**config.mk**
```make
export PLATFORM = sky130hd
export DESIGN_NAME = mem_port_arbiter_flat
export DESIGN_NICKNAME = d
export VERILOG_FILES = /design/src/rtl/mem_port_arbiter_if.sv /design/src/rtl/mem_port_arbiter.sv /design/src/flat_wrapper.sv
export SDC_FILE = /design/constraint.sdc
export NUM_CORES = 1
export LEC_CHECK = 0
export ABC_AREA = 1
export CAP_MARGIN = 25
export CORE_AREA = 2 2 103 105
export CTS_CLUSTER_DIAMETER = 30
export CTS_CLUSTER_SIZE = 16
export DETAILED_ROUTE_END_ITERATION = 10
export DIE_AREA = 0 0 105 107
export DONT_BUFFER_PORTS = 1
export PLACE_DENSITY = 0.64
export SETUP_SLACK_MARGIN = 0.4
export SYNTH_ARGS = -nofsm -noshare
export SYNTH_HDL_FRONTEND = slang
export SYNTH_SLANG_ARGS = --single-unit
```
**constraint.sdc**
```tcl
create_clock -name clk -period 1.1 [get_ports clk]
set_input_delay 0.165 -clock clk [delete_from_list [all_inputs] [get_ports clk]]
set_output_delay 0.165 -clock clk [all_outputs]
set_load 0.02 [all_outputs]
```
**src/rtl/mem_port_arbiter_if.sv**
```systemverilog
// Signal bundle between mem_port_arbiter, its two requesters and the memory macro.
// The slave modport is the arbiter's view; master is the view of the core and memory side.
interface mem_port_arbiter_if #(
    parameter int ADDR_WIDTH = 32,
    parameter int DATA_WIDTH = 32
);
    logic                  if_req;
    logic [ADDR_WIDTH-1:0] if_addr;
    logic                  if_gnt;
    logic                  if_rvalid;
    logic [DATA_WIDTH-1:0] if_rdata;

    logic                  d_req;
    logic                  d_we;
    logic [ADDR_WIDTH-1:0] d_addr;
    logic [DATA_WIDTH-1:0] d_wdata;
    logic                  d_gnt;
    logic                  d_rvalid;
    logic [DATA_WIDTH-1:0] d_rdata;

    logic                  mem_en;
    logic                  mem_we;
    logic [ADDR_WIDTH-1:0] mem_addr;
    logic [DATA_WIDTH-1:0] mem_wdata;
    logic [DATA_WIDTH-1:0] mem_rdata;

    modport slave (
        input  if_req, if_addr, d_req, d_we, d_addr, d_wdata, mem_rdata,
        output if_gnt, if_rvalid, if_rdata, d_gnt, d_rvalid, d_rdata,
        output mem_en, mem_we, mem_addr, mem_wdata
    );

    modport master (
        output if_req, if_addr, d_req, d_we, d_addr, d_wdata, mem_rdata,
        input  if_gnt, if_rvalid, if_rdata, d_gnt, d_rvalid, d_rdata,
        input  mem_en, mem_we, mem_addr, mem_wdata
    );
endinterface

```
**src/rtl/mem_port_arbiter.sv**
```systemverilog
// Shares one single-port memory between instruction fetch and load/store with
// round-robin arbitration, one fixed-latency transaction outstanding at a time.
//
// state | meaning
// IDLE  | no transaction outstanding; grant decided combinationally this cycle
// WAIT  | transaction outstanding; down-counter runs to terminal count 0
module mem_port_arbiter #(
    parameter int ADDR_WIDTH  = 32,
    parameter int DATA_WIDTH  = 32,
    parameter int MEM_LATENCY = 2
) (
    input  logic              clk,
    input  logic              rst_n,
    mem_port_arbiter_if.slave bus
);
    localparam int CNT_W = (MEM_LATENCY > 1) ? $clog2(MEM_LATENCY) : 1;

    typedef enum logic {IDLE, WAIT} state_t;

    state_t                state;
    logic [CNT_W-1:0]      cnt;
    logic                  owner_d;
    logic                  store;
    logic                  last_d;
    logic                  grant_ok;
    logic                  win_if;
    logic                  win_d;
    logic [ADDR_WIDTH-1:0] win_addr;
    logic [DATA_WIDTH-1:0] win_wdata;

    // Grants are gated by rst_n so the bus is quiet while reset is asserted.
    assign grant_ok  = rst_n && (state == IDLE);
    assign win_d     = grant_ok && bus.d_req && (!bus.if_req || !last_d);
    assign win_if    = grant_ok && bus.if_req && !win_d;
    assign win_addr  = win_d ? bus.d_addr : bus.if_addr;
    assign win_wdata = win_d ? bus.d_wdata : '0;

    assign bus.if_gnt    = win_if;
    assign bus.d_gnt     = win_d;
    assign bus.mem_en    = win_if || win_d;
    assign bus.mem_we    = win_d && bus.d_we;
    assign bus.mem_addr  = (win_if || win_d) ? win_addr : '0;
    assign bus.mem_wdata = win_wdata;

    always_ff @(posedge clk or negedge rst_n) begin
        if (!rst_n) begin
            state         <= IDLE;
            cnt           <= '0;
            owner_d       <= 1'b0;
            store         <= 1'b0;
            last_d        <= 1'b1;
            bus.if_rvalid <= 1'b0;
            bus.d_rvalid  <= 1'b0;
            bus.if_rdata  <= '0;
            bus.d_rdata   <= '0;
        end else begin
            bus.if_rvalid <= 1'b0;
            bus.d_rvalid  <= 1'b0;
            case (state)
                IDLE: begin
                    if (win_if || win_d) begin
                        owner_d <= win_d;
                        store   <= win_d && bus.d_we;
                        last_d  <= win_d;
                        cnt     <= CNT_W'(MEM_LATENCY - 1);
                        state   <= WAIT;
                    end
                end
                WAIT: begin
                    if (cnt != '0) begin
                        cnt <= cnt - CNT_W'(1);
                    end else begin
                        state <= IDLE;
                        if (owner_d) begin
                            bus.d_rvalid <= 1'b1;
                            if (!store) bus.d_rdata <= bus.mem_rdata;
                        end else begin
                            bus.if_rvalid <= 1'b1;
                            bus.if_rdata  <= bus.mem_rdata;
                        end
                    end
                end
            endcase
        end
    end
endmodule

```
**src/flat_wrapper.sv**
```systemverilog
// flat-port wrapper written by rule: the top's interface ports become plain ports
module mem_port_arbiter_flat 
#(
    parameter int ADDR_WIDTH  = 32,
    parameter int DATA_WIDTH  = 32,
    parameter int MEM_LATENCY = 2
)
  (clk, rst_n, bus_if_req, bus_if_addr, bus_d_req, bus_d_we, bus_d_addr, bus_d_wdata, bus_mem_rdata, bus_if_gnt, bus_if_rvalid, bus_if_rdata, bus_d_gnt, bus_d_rvalid, bus_d_rdata, bus_mem_en, bus_mem_we, bus_mem_addr, bus_mem_wdata);
  mem_port_arbiter_if #(.ADDR_WIDTH(ADDR_WIDTH), .DATA_WIDTH(DATA_WIDTH)) bus_i ();
  input  logic clk;
  input  logic rst_n;
  input wire logic [$bits(bus_i.if_req)-1:0] bus_if_req;
  input wire logic [$bits(bus_i.if_addr)-1:0] bus_if_addr;
  input wire logic [$bits(bus_i.d_req)-1:0] bus_d_req;
  input wire logic [$bits(bus_i.d_we)-1:0] bus_d_we;
  input wire logic [$bits(bus_i.d_addr)-1:0] bus_d_addr;
  input wire logic [$bits(bus_i.d_wdata)-1:0] bus_d_wdata;
  input wire logic [$bits(bus_i.mem_rdata)-1:0] bus_mem_rdata;
  output wire logic [$bits(bus_i.if_gnt)-1:0] bus_if_gnt;
  output wire logic [$bits(bus_i.if_rvalid)-1:0] bus_if_rvalid;
  output wire logic [$bits(bus_i.if_rdata)-1:0] bus_if_rdata;
  output wire logic [$bits(bus_i.d_gnt)-1:0] bus_d_gnt;
  output wire logic [$bits(bus_i.d_rvalid)-1:0] bus_d_rvalid;
  output wire logic [$bits(bus_i.d_rdata)-1:0] bus_d_rdata;
  output wire logic [$bits(bus_i.mem_en)-1:0] bus_mem_en;
  output wire logic [$bits(bus_i.mem_we)-1:0] bus_mem_we;
  output wire logic [$bits(bus_i.mem_addr)-1:0] bus_mem_addr;
  output wire logic [$bits(bus_i.mem_wdata)-1:0] bus_mem_wdata;
  assign bus_i.if_req = bus_if_req;
  assign bus_i.if_addr = bus_if_addr;
  assign bus_i.d_req = bus_d_req;
  assign bus_i.d_we = bus_d_we;
  assign bus_i.d_addr = bus_d_addr;
  assign bus_i.d_wdata = bus_d_wdata;
  assign bus_i.mem_rdata = bus_mem_rdata;
  assign bus_if_gnt = bus_i.if_gnt;
  assign bus_if_rvalid = bus_i.if_rvalid;
  assign bus_if_rdata = bus_i.if_rdata;
  assign bus_d_gnt = bus_i.d_gnt;
  assign bus_d_rvalid = bus_i.d_rvalid;
  assign bus_d_rdata = bus_i.d_rdata;
  assign bus_mem_en = bus_i.mem_en;
  assign bus_mem_we = bus_i.mem_we;
  assign bus_mem_addr = bus_i.mem_addr;
  assign bus_mem_wdata = bus_i.mem_wdata;
  mem_port_arbiter #(.ADDR_WIDTH(ADDR_WIDTH), .DATA_WIDTH(DATA_WIDTH), .MEM_LATENCY(MEM_LATENCY)) u_core (.clk(clk), .rst_n(rst_n), .bus(bus_i));
endmodule
```
Word-level counts from Yosys, hierarchy flattened
Cells that the tools add are included.
{ "op_classes": {"order_cmp": 0, "addsub": 1, "n_div": 0, "reduce_logical": 14, "n_mul": 0, "eq_ne": 1, "n_shift": 0, "n_mux": 15, "bitwise_logic": 4} }
{ "op_table": {"columns": ["operator", "n"], "rows": [
  ["32-bit two-way mux", 3],
  ["1-bit two-way mux", 10],
  ["1-bit logical AND", 6],
  ["1-bit inverter", 4],
  ["1-bit case mux with 2 select lines", 2],
  ["4-bit AND reduction", 1],
  ["1-bit zero test", 3],
  ["3-bit AND reduction", 1],
  ["1-bit logical OR", 2],
  ["2-bit inequality test (second input constant)", 1],
  ["2-bit AND reduction", 1],
  ["1-bit subtractor (second input constant)", 1]
]} }
{ "totals": {"ff_bits": 71, "ram_bits": 0, "romBits": 0, "latch_bits": 0, "word_cells": 44, "output_inout_bits": 134, "inputBits": 133, "memories": 0} }

Depth between registers and ports, before layout
Gate-level depths: netlist of run 1.
{ "logic_depth": {"ltp_word": 9, "ltp_mapped": 7, "depth_no_buf": 6} }

Worst setup path after synthesis of run 1
OpenSTA, ideal clock, no wires.
{ "synth_timing": {"path_type": "register to output", "start": "register u_core.state", "end": "output bus_mem_addr[22]", "setup_slack_ns": -0.397, "t_required_ns": 0.935, "path_buffers": 1, "stages_incl_launch_ff": 7, "t_arrival_ns": 1.332, "cell_sequence": "dfrtp_1 -> nor2_4 -> o21ai_2 -> inv_2 -> buf_4 -> nand2_1 -> nor2_1"} }
{ "synth_via": {"elab_chain_len": 8, "elab_cells_between_ends": 10, "classes_between": "2 x mux; 1 x bitwise; 7 x reduce/logical"} }
{ "synth_lines": {"columns": ["item", "line_no", "rtl"], "rows": [
  ["start, declared", "mem_port_arbiter.sv:20", "state_t state;"],
  ["start signal, assigned", "mem_port_arbiter.sv:47", "state <= IDLE;"],
  ["start signal, assigned", "mem_port_arbiter.sv:66", "state <= WAIT;"],
  ["start signal, assigned", "mem_port_arbiter.sv:73", "state <= IDLE;"],
  ["1-bit inverter (no source line) *", null, null],
  ["1-bit logical AND *", "mem_port_arbiter.sv:32", "assign grant_ok = rst_n && (state == IDLE);"],
  ["1-bit logical AND (2 in series)", "mem_port_arbiter.sv:33", "assign win_d = grant_ok && bus.d_req && (!bus.if_req || !last_d);"],
  ["1-bit zero test", "mem_port_arbiter.sv:34", "assign win_if = grant_ok && bus.if_req && !win_d;"],
  ["1-bit logical AND", "mem_port_arbiter.sv:34", null],
  ["1-bit logical OR *", null, null],
  ["named net bus_mem_en", "flat_wrapper.sv:25", "output wire logic [$bits(bus_i.mem_en)-1:0] bus_mem_en;"],
  ["32-bit two-way mux *", "mem_port_arbiter.sv:42", "assign bus.mem_addr = (win_if || win_d) ? win_addr : '0;"],
  ["end, declared", "flat_wrapper.sv:27", "output wire logic [$bits(bus_i.mem_addr)-1:0] bus_mem_addr;"]
]} }
The timed path passes the listed nets; every way through them passes the cells marked *.

Worst setup path after layout of run 1
{ "layout_timing": {"start": "register u_core.state", "end": "output bus_mem_addr[31]"} }
{ "layout_via": {"elab_chain_len": 8, "elab_cells_between_ends": 10, "classes_between": "2 x mux; 1 x bitwise; 7 x reduce/logical"} }
{ "layout_lines": {"columns": ["item", "line_no"], "rows": [
  ["1-bit inverter (no source line) *", null],
  ["1-bit logical AND *", "mem_port_arbiter.sv:32"],
  ["1-bit logical AND (2 in series)", "mem_port_arbiter.sv:33"],
  ["1-bit zero test", "mem_port_arbiter.sv:34"],
  ["1-bit logical AND", "mem_port_arbiter.sv:34"],
  ["1-bit logical OR", "mem_port_arbiter.sv:42"],
  ["32-bit two-way mux *", "mem_port_arbiter.sv:42"]
]} }
Mark *: on every way between the ends. The rest lies on a longest branch, timed or not.

==> metrics.md, run 1 <==
| Metric | Value |
|---|---|
| Status | finished, violations left |
| Violated checks | hold timing, setup timing |
| CP Capture Type | output port |
| Leakage | 3.03 nW |
| Clock Tree Buf Depth | 2 |
| Cell area after synthesis | between 3000 and 4000 um^2 |
| Final nets | 745 |
| Max Slew Vio Count | 0 |
| Worst Path Max Fanout | 34 |
| Number of global-route vias before repair | around 3900 |
| Largest family of logic cells by synthesized area | simple AND/OR/NAND/NOR gates |
| Final setup viols | roughly 140 |
| # rows | 37 |
| Die Ht | about 110 um |
| CTS clock-pin slew for the worst setup and hold paths | 0.08 ns |
| Global-route wire length before repair | between 20000 and 25000 um |
| Seq cells post-synth | between 70 and 80 |
| Initial core utilization | 0.368 |
| GP Congestion | between 0.8 and 0.9 |
| Fraction of layout cells with a size suffix above 1 | 0.507 |
| Grt ovf | 0 |
| Worst Setup Slack, final | -0.698 ns |
| Max-Cap Viols | 0 |
| DP Area | about 4600 um^2 |
| Critical path cell sequence | inv_2, nand3_2, nor2_4, buf_12, nor2_1, nor2_4 |
| Antenna violation net count after detailed routing | 0 |
| CP max stage delay | around 0.44 ns |
| Num CTS Buffers | 9 |
| TritonCTS Sinks | 71 |
| Cells after Synth | ~520 |
| Most frequent cells in the layout | inv_1 (98), nand2_1 (71), nor2_4 (68) |
| Hold Crit Class | in2async |
| CP dominant cell by count | nor2_4 |
| DIE WIDTH | between 100 and 150 um |
| Avg WL per Cell | slightly above 20 um |
| Critical path type | reg2out |
| Pwr/cell area | ~2600 nW/um^2 |
| Synth Warn # | 0 |
| Design area | 6600 um^2 |
| Largest net degree at the start of global routing | 74 |
| Critical Path RT | ~0.94 ns |
| Crit start category | flip-flop |
| Min Tclk post-route | roughly 1.8 ns |
| Hold WS | -0.502 ns |
| Drt initial violations | about 220 |
| Final Core Density | 0.654 |
| # DRC | 0 |
| Fin Setup TNS | -76.58 ns |
| Final hold vios | 71 |
| Area growth from synthesis to layout | 77.7% |
| # IOs | ~270 |
| Hpwl dp | slightly below 8000 um |
| GRT Total Usage | 0.243 |
| Compound-Gate Fraction of Synth Area | 0.0926 |
| Hold_buf cts | 32 |
| Post-layout power | between 15 and 20 mW |
| Antenna violations before repair | 1 |
| Buffers on Ports | 0 |
| Max Freq | ~0.56 GHz |
| Worst Path Arrival | around 1.6 ns |
| RSZ-0062 raised after global routing | yes |
| TritonCTS clock tree | built |
| Critical-path top delay cell | dfrtp_2 |
| Xor/xnor cell area share of the yosys netlist | 0 |
| Most common cell after layout, fill and taps aside | inv_1 |
| Clock Skew | around 0.011 ns |
| Vias per cell | ~5.2 |
| Worst-Margin Slew | 0.272 ns |
| Average size of a mapped cell | around 7.2 um^2 |
| Clock Latency Late Sink | around 0.35 ns |
| Final wirelength | between 15000 and 20000 um |
| Simple-gate share of the synthesized area | 0.273 |
| Sequential share of the synthesized area | 0.478 |
| Core ar. | slightly above 10000 um^2 |
| Vias | about 4000 |
| 1st-pass router iterations | 4 |
| Slew HR | 0.818 |
| Pre-CTS setup slack | -0.325 ns |
| Post-Synth Adder-Cell Area | 0 |
| Synthesized Nets | 650 |
| Non-filler instance count after layout | roughly 750 |
| Mux contribution to synthesized area | 0 |
| H-tree Lvls | 3 |
| Final worst-path cycle share | 1.63 |
| Die area | ~11000 um^2 |
| CTS root buffer | clkbuf_8 |
| Synth cell types | 17 |
| Inst Count DP | about 650 |
| VDD IR max | 0.00130 V |
-- what timing repair did --
| action | 4_1_cts | 5_1_grt |
|---|---|---|
| endpoints found under the hold margin | 133 | 71 |
| pin swaps | 6 | 13 |
| endpoints found under the setup margin | 205 | 205 |
| gates resized for setup | 132 | 67 |
| buffers inserted | 28 | 3 |
| gates cloned | 18 | 3 |
-- worst paths after layout --
check / slack, ns / from / cells after the start / end
min: -0.50 / rst_n / 0 / u_core.bus.d_rdata[10]$_DFFE_PN0P_
max reg2reg: -0.61 / u_core.state$_DFF_PN0_ / 11 / u_core.bus.d_rdata[28]$_DFFE_PN0P_
min in group clk: 0.05 / bus_mem_rdata[14] / 2 / u_core.bus.d_rdata[14]$_DFFE_PN0P_
max: -0.70 / u_core.state$_DFF_PN0_ / 6 / bus_mem_addr[31]
min reg2reg: 0.49 / u_core.cnt$_DFFE_PN0P_ / 1 / u_core.bus.d_rvalid$_DFF_PN0_
max in group asynchronous: 1.38 / rst_n / 0 / u_core.last_d$_DFFE_PN1P_
-- kinds of logic (layout without fill, tap and decap cells) --
logic type	count (synthesis)	after routing
buffers and inverters	138	238
AND/OR/NAND/NOR	240	240
flip-flops	71	71
other	0	1
AO/OA/AOI/OAI	68	68
-- registers in the layout, summed over array words and instances, names as in the netlist --
signal                cells
u_core.store              1
u_core.owner_d            1
u_core.bus.if_rvalid      1
u_core.bus.if_rdata      32
u_core.cnt                1
u_core.state              1
u_core.last_d             1
u_core.bus.d_rdata       32
u_core.bus.d_rvalid       1
-- critical path, delay by kind of cell (launching register included) --
family | cells | cell delay [ns]
flip-flops | 1 | 0.44
buffers and inverters | 2 | 0.29
AND/OR/NAND/NOR | 4 | 0.54
-- report_power, final --
group | total (mW) | internal (mW) | switching (mW)
clock network | 2.54 | 1.51 | 1.02
logic | 7.89 | 3.87 | 4.02
registers | 6.75 | 4.13 | 2.62
-- cell type report --
type                    instances  area, um^2
well taps                     136         170
repair buffers                116        1780
diodes                          1        2.50
inverters                     106         400
fillers                       756        3490
multi-input cells             308        2150
flip-flops and latches         71        1860
clock buffers                  11         131
clock inverters                 5         106
-- per-layer routing --
layer	vias to the layer above	wire (um)	GRT usage
met2	221	8360	0.459
met4	0	507	0.115
met3	37	1060	0.0505
met1	1888	5280	0.257
met5	-	0	0
li1	1770	-	-
-- synthesized netlist by cell type (all sizes together) --
cell | number | area, um^2
buf | 20 | 134
clkbuf | 12 | 46.3
dfrtp | 70 | 1750
dfstp | 1 | 26.3
inv | 106 | 398
nand2 | 103 | 387
nand3 | 3 | 30.0
nand4 | 32 | 200
nor2 | 101 | 394
nor3 | 1 | 5.00
o21ai | 68 | 344
Note: power is estimated with default switching activity, not from simulation.
==> run 2: changes to the inputs <==
--- a/config.mk
+++ b/config.mk
@@ -13,7 +13,7 @@
 export DETAILED_ROUTE_END_ITERATION = 10
 export DIE_AREA = 0 0 105 107
 export DONT_BUFFER_PORTS = 1
-export PLACE_DENSITY = 0.64
+export PLACE_DENSITY = 0.62
 export SETUP_SLACK_MARGIN = 0.4
 export SYNTH_ARGS = -nofsm -noshare
 export SYNTH_HDL_FRONTEND = slang
==> constraint.sdc (replaced) <==
create_clock -name clk -period 2.1 [get_ports clk]
set_input_delay 0.315 -clock clk [delete_from_list [all_inputs] [get_ports clk]]
set_output_delay 0.315 -clock clk [all_outputs]
set_load 0.02 [all_outputs]
==> metrics.md, run 2 (same netlist as run 1, synthesis figures left out) <==
| Metric | Value |
|---|---|
| TritonCTS Sinks | 71 (unchanged) |
| TritonCTS clock tree | built (unchanged) |
| Worst r2r path cells | 4 (was 11) |
| Worst reg2reg setup slack | 0.62 ns (was -0.61 ns) |
| Final setup viols | 0 (was 135) |
| Num CTS Buffers | 9 (unchanged) |
| Worst Path Arrival | 1.72 ns (was 1.63 ns) |
| GRT Total Usage | 0.178 (was 0.243) |
| Final Core Density | 0.491 (was 0.654) |
| Max-Cap Viols | 0 (unchanged) |
| Grt ovf | 0 (unchanged) |
| R2r startpoint | u_core.state$_DFF_PN0_ (unchanged) |
| Fillers | 956 (was 756) |
| 1st-pass router iterations | 5 (was 4) |
| Pre-CTS setup slack | 0.293 ns (was -0.325 ns) |
| Critical R2R Capture | u_core.bus.d_rdata[30]$_DFFE_PN0P_ (was u_core.bus.d_rdata[28]$_DFFE_PN0P_) |
| Wire length on met2 | 5870 um (was 8360 um) |
| Antenna violation net count after detailed routing | 0 (unchanged) |
| Final wirelength | 11400 um (was 15200 um) |
| Global-route wire length before repair | 16000 um (was 21200 um) |
| Min Tclk post-route | 2.04 ns |
| Routed wire length on met3 | 1090 um (was 1060 um) |
| Most frequent cells in the layout | inv_1 (102), nand2_1 (102), dfrtp_1 (69) (was inv_1 (98), nand2_1 (71), nor2_4 (68)) |
| Avg WL per Cell | 15.7 um (was 20.2 um) |
| Clock Latency Late Sink | 0.35 ns (about the same) |
| Leakage | 2.66 nW (was 3.03 nW) |
| Internal power | 3.40 mW (was 9.51 mW) |
| Hold Crit Class | in2async (unchanged) |
| Number of global-route vias before repair | 3270 (was 3936) |
| Status | finished, violations left (unchanged) |
| Drt initial violations | 323 (was 216) |
| Final nets | 715 (was 745) |
| Sequential Area | 1780 um^2 (was 1860 um^2) |
| # rows | 37 (unchanged) |
| Initial core utilization | 0.368 (unchanged) |
| H-tree Lvls | 3 (unchanged) |
| CP Capture Type | output port (unchanged) |
| RSZ-0062 raised after global routing | yes (unchanged) |
| Core ar. | 10100 um^2 (unchanged) |
| Pwr/cell area | 1300 nW/um^2 (was 2600 nW/um^2) |
| Highest routed layer | met4 (unchanged) |
| GP Congestion | 0.764 (was 0.897) |
| DIE WIDTH | 105 um (unchanged) |
| Worst-Margin Slew | 0.561 ns (was 0.272 ns) |
| Share of power burned in the clock network | 0.170 (was 0.148) |
| Crit start category | flip-flop (unchanged) |
| CTS clock-pin slew for the worst setup and hold paths | 0.09 ns (was 0.08 ns) |
| Clock Skew | 0.0136 ns (was 0.0111 ns) |
| Die Ht | 107 um (unchanged) |
| Critical path type | reg2out (unchanged) |
| Max Slew Vio Count | 0 (unchanged) |
| Worst Path Max Fanout | 4 (was 34) |
| Final worst-path cycle share | 0.971 |
| Sequential share of power | 0.516 (was 0.393) |
| Hold WS | -0.347 ns (was -0.502 ns) |
| Met1 wire length | 4160 um (was 5280 um) |
| Fin Setup TNS | 0 ns (was -76.58 ns) |
| Vias | 3544 (was 3916) |
| Die area | 11200 um^2 (unchanged) |
| # IOs | 267 (unchanged) |
| Psw | 3.04 mW (was 7.66 mW) |
| Violated checks | hold timing (was hold timing, setup timing) |
| Comb pwr share | 0.314 (was 0.459) |
| Top Registers | u_core.bus.d_rdata: 32 flops, u_core.bus.if_rdata: 32 flops (unchanged) |
| Worst Setup Slack, final | 0.0612 ns (was -0.698 ns) |
| Vias per cell | 4.90 (was 5.19) |
| Largest net degree at the start of global routing | 74 (unchanged) |
| Max Freq | a little under 0.5 GHz |
| CTS root buffer | clkbuf_8 (unchanged) |
| Slew HR | 0.626 (was 0.818) |
| Hpwl dp | 7620 um (was 7930 um) |
| Sw frac | 0.472 (was 0.446) |
| Critical Path RT | 1.78 ns (was 0.94 ns) |
| VDD IR max | 0.000759 V (was 0.00130 V) |
| Antenna violations before repair | 0 (was 1) |
| Area growth from synthesis to layout | 33.4% (was 77.7%) |
| Multi-input logic area | 1580 um^2 (was 2150 um^2) |
| Buffers on Ports | 0 (unchanged) |
| Clock Tree Buf Depth | 2 (unchanged) |
| # DRC | 0 (unchanged) |
| Final hold vios | 71 (unchanged) |
| Antenna fix cells | 0 (was 1) |
| Fraction of layout cells with a size suffix above 1 | 0.262 (was 0.507) |
==> run 2: what timing repair did <==
action / 4_1_cts / 5_1_grt
gates resized for setup: 33 / 62
gates cloned: 2 / 5
pin swaps: 12 / 28
endpoints found under the setup margin: 68 / 68
endpoints found under the hold margin: 71 / 71
setup buffers: 5 / 1
==> run 2: cell type report <==
| type | instances | area share |
|---|---|---|
| clock inverter | 6 | 0.0139 |
| multi-input combinational | 308 | 0.319 |
| sequential | 71 | 0.359 |
| clock buffer | 10 | 0.0258 |
| timing repair inverter | 2 | 0.00278 |
| timing repair buffer | 84 | 0.161 |
| inverter | 106 | 0.0843 |
| tap | 136 | 0.0343 |
==> run 2: metrics by stage <==
stage	area, um^2	power (mW)	cells
final	4960	6.44	723
after global routing	4960	6.88	723
after CTS	4660	6.33	717
after detailed placement	4250	5.07	694
after global placement	4250	4.97	694
after floorplan	3720	4.49	517
==> run 2: worst max-delay path by stage <==
stage	from	slack, ns	cells after the start	end
detailed placement	u_core.state$_DFF_PN0_	0.29	7	bus_mem_addr[13]
global placement	u_core.state$_DFF_PN0_	0.36	7	bus_mem_addr[30]
CTS	u_core.state$_DFF_PN0_	0.09	8	bus_mem_addr[30]
finish	u_core.state$_DFF_PN0_	0.06	8	bus_mem_addr[11]
floorplan	u_core.state$_DFF_PN0_	0.45	6	bus_mem_addr[22]
global route	u_core.state$_DFF_PN0_	-0.03	8	bus_mem_addr[19]
==> run 2: per-layer routing <==
layer	global-route usage	up-vias
li1	-	1694
met1	0.195	1622
met3	0.0711	25
met5	0	-
met4	0.0562	0
met2	0.315	203
==> run 2: critical path: stages (launching register included) <==
cell and delay (ns):
dfrtp_2 0.45, inv_2 0.07, nand3_2 0.08, nor2_4 0.15, buf_12 0.14, clkbuf_16 0.15, nor2_4 0.03, nor2_1 0.14
buf_4 0.17
==> run 2: power by group through the flow <==
| stage | Sequential [mW] | Clock [mW] | Combinational [mW] |
|---|---|---|---|
| after floorplan | 3.17 | 0 | 1.32 |
| after global placement | 3.34 | 0 | 1.63 |
| after detailed placement | 3.34 | 0 | 1.73 |
| after CTS | 3.33 | 1.13 | 1.86 |
| after global routing | 3.41 | 1.20 | 2.27 |
| final | 3.32 | 1.10 | 2.02 |
==> edit: new RTL, flow settings as in run 1 <==
`MEM_LATENCY` is set to 2 in 2 places; all go to 4.
--- a/src/rtl/mem_port_arbiter.sv
+++ b/src/rtl/mem_port_arbiter.sv
@@ -7,7 +7,7 @@
 module mem_port_arbiter #(
     parameter int ADDR_WIDTH  = 32,
     parameter int DATA_WIDTH  = 32,
-    parameter int MEM_LATENCY = 2
+    parameter int MEM_LATENCY = 4
 ) (
     input  logic              clk,
     input  logic              rst_n,
--- a/src/flat_wrapper.sv
+++ b/src/flat_wrapper.sv
@@ -3,7 +3,7 @@
 #(
     parameter int ADDR_WIDTH  = 32,
     parameter int DATA_WIDTH  = 32,
-    parameter int MEM_LATENCY = 2
+    parameter int MEM_LATENCY = 4
 )
   (clk, rst_n, bus_if_req, bus_if_addr, bus_d_req, bus_d_we, bus_d_addr, bus_d_wdata, bus_mem_rdata, bus_if_gnt, bus_if_rvalid, bus_if_rdata, bus_d_gnt, bus_d_rvalid, bus_d_rdata, bus_mem_en, bus_mem_we, bus_mem_addr, bus_mem_wdata);
   mem_port_arbiter_if #(.ADDR_WIDTH(ADDR_WIDTH), .DATA_WIDTH(DATA_WIDTH)) bus_i ();
Function: changed (Yosys sat finds a counterexample within 4 cycles, from zero or initial values and one cycle with rst_n low).
==> edit against run 1 <==
  * The run still ends with hold timing, setup timing left
  * Highest routed layer unchanged
  * Final area rose by 4.0%
  * Via count up 1.7%
  * Utilization grew 2.6 points
  * Register-to-register slack better by 0.12 ns
  * Synthesized area grew 3.5%
  * Critical path depth rose by 1
  * Worst hold slack worse by 0.0058 ns
  * Sequential cell count up 1
  * Count of clock-buffer cells in the layout decreased by 2
  * Total power rose by 3.1%
  * Worst setup slack better by 0.032 ns
  * Largest cell class unchanged
  * Wire length grew 3.3%
  * Clock power down 24%
  * Global-route usage rose by 0.86 points
==> edit: results (changes against run 1) <==
* Largest regs: u_core.bus.d_rdata: 32 flops, u_core.bus.if_rdata: 32 flops, u_core.cnt: 2 flops
* Worst-case vdd ir drop at 1.30 mV (+0.17%)
* Share of cells above drive strength 1 at 61.6% (+11 points)
* Area contributors post-synth: dfrtp_1 (46%), nand2_1 (11%), inv_1 (9.9%), nor2_1 (9.7%), nand4_1 (5.2%)
* Nets at 744 (-0.13%)
* Global-route usage over all layers at 25.2% (+0.86 points)
* Fill count at 708 (-6.3%)
* N_diodes at 0 (-1)
* Largest net degree at the start of global routing at 75 (+1.4%)
* Post-Syn Nets at 662 (+1.8%)
* DRT Pass-1 Iters at 4 (unchanged)
* Reg-to-Reg Start: u_core.cnt[0]
* Pre-CTS WS at -0.336 ns (-0.0110 ns)
* Initial antenna violation count at 0 (-1)
* Asr flop ratio synth at 100% (unchanged)
* Clock Pin Slew Worst Setup and Hold Paths at 0.10 ns (+0.02 ns)
* Worst slew pin tran at 0.230 ns (-0.0426 ns)
* Crit path capture: bus_mem_addr[19]
* Clk_lat worst skew at 0.35 ns (about the same)
* Synth Flop Type: dfrtp_1
* Min-delay worst type: primary input to async pin
* DR vias/cell at 5.30 (+2.1%)
* Reg2reg end: u_core.bus.d_rdata[16]
* GRT met1 Usage at 28.0% (+2.3 points)
* Yosys cell types at 22 (+5)
* Seq/Total Area, Yosys at 46.9% (-0.95 points)
* Status: finished, violations left
* Iteration-0 DRC Markers at 245 (+13%)
* CTS Buf Count at 9 (unchanged)
* Ys Warns at 0 (unchanged)
* Routed len/inst at 20.9 microns (+3.7%)
* Met3 Use GR at 4.92% (-0.12 points)
* HPWL Detailed at 7.91 mm (-0.29%)
* Critical path fanouts, max at 7 (-79%)
* Most frequent cells after synthesis: nand2_1 (109), inv_1 (101), nor2_1 (99), dfrtp_1 (71), o21ai_0 (34)
* Clock Path Buffers at 2 (unchanged)
* Worst R2R Setup Slack at -0.49 ns (+0.12 ns)
* Cts hold-fix bufs at 33 (+3.1%)
* Failing checks: hold timing, setup timing
* Final Hold Violating Endpoints at 72 (+1.4%)
* # setup viols final at 140 (+3.7%)
* Worst r2r path cells at 10 (-1)
* Min Hold Slack at -0.508 ns (-0.00579 ns)
* CP arrival at 1.60 ns (-0.03 ns)
* Met2 global-route usage at 46.7% (+0.79 points)
* Final WS setup at -0.666 ns (+0.0323 ns)
* GP Congestion at 0.814 (-9.3%)
* Leakage at 0.00302 uW (-0.37%)
* First-pass GRT wire length at 21.8 mm (+3.0%)
* CP Launch Point: u_core.state
* Number of buffers added on ports at 0 (unchanged)
* Clock skew at 0.0149 ns (+0.00376 ns)
* Cell Area, Placed at 4600 sq um (-0.92%)
* H-Tree Depth at 3 (unchanged)
* CTS root buffer: clkbuf_8
-- edit: cell count changes after synthesis, moves of 2 or more --
cell and change:
buf_6 +5, buf_4 -4, nand2_1 +6, nand3_1 +3, o21ai_0 -33, nor2_8 +2, inv_4 +2, nand3_2 -2
o21ai_1 +32, nor2_4 -2
-- edit: final cells by class --
cell class,instances,area [sq um],share of cell area [%]
Clock buffer,9,124,1.80
Timing Repair Buffer,104,1510,22.0
Inverter,107,414,6.03
Tap cell,136,170,2.48
Multi-Input combinational cell,316,2710,39.4
Clock inverter,7,53.8,0.784
Sequential cell,72,1890,27.5
-- edit: what timing repair did --
item | in CTS | in global routing
gates cloned | 15 | 6
resized for setup | 238 | 111
setup buffers | 18 | 5
endpoints found under the setup margin | 206 | 206
hold endpoints to repair | 132 | 72
pin swaps | 25 | 25
-- edit: logic make-up after synthesis --
kind of cell | count (synthesis) | synth area share (%)
simple gates | 248 | 27.8
flops | 72 | 46.9
fa+ha+maj | 1 | 0.325
compound gates | 67 | 9.01
buf+inv | 140 | 16.0
-- edit: critical path, cell delays in order (launching register included) --
cell and delay [ns]:
dfrtp_2 0.42, buf_6 0.13, nor2_8 0.10, o21ai_4 0.08, clkinv_4 0.10, clkbuf_16 0.17
nand2_1 0.10, nor2_4 0.16
-- edit: worst min path at each step --
stage                     startpoint                endpoint  slack [ns]  cells past startpoint
after floorplan                rst_n   u_core.bus.d_rdata[0]       -0.13                      0
after global placement         rst_n   u_core.bus.d_rdata[6]       -0.13                      0
after detailed placement       rst_n  u_core.bus.if_rdata[5]       -0.13                      0
after CTS                      rst_n  u_core.bus.if_rdata[5]       -0.52                      0
after global routing           rst_n   u_core.bus.d_rdata[5]       -0.54                      0
final                          rst_n  u_core.bus.if_rdata[5]       -0.51                      0
-- edit: routing by layer --
| layer | part of all wire [%] | vias up | wire length [microns] |
|---|---|---|---|
| li1 | - | 1784 | - |
| met1 | 35 | 1938 | 5560 |
| met2 | 55 | 228 | 8720 |
| met3 | 6.5 | 33 | 1020 |
| met4 | 2.7 | 0 | 425 |
| met5 | 0 | - | 0 |
-- edit: stage by stage --
stage / std cells / TNS (ns) / util [%]
3_3_place_gp: 658 / -26.14 / 45.5
6_report: 751 / -65.94 / 68.0
3_5_place_dp: 658 / -29.12 / 45.5
5_1_grt: 751 / -76.10 / 68.0
4_1_cts: 740 / -66.29 / 61.7
2_1_floorplan: 528 / -24.65 / -
-- edit: where the power goes --
group / total (uW) / internal, uW / leakage [uW] / switching, uW
logic: 8450 / 4040 / 0.00215 / 4410
registers: 7310 / 4240 / 0.000794 / 3060
clock network: 1940 / 834 / 0.0000822 / 1100
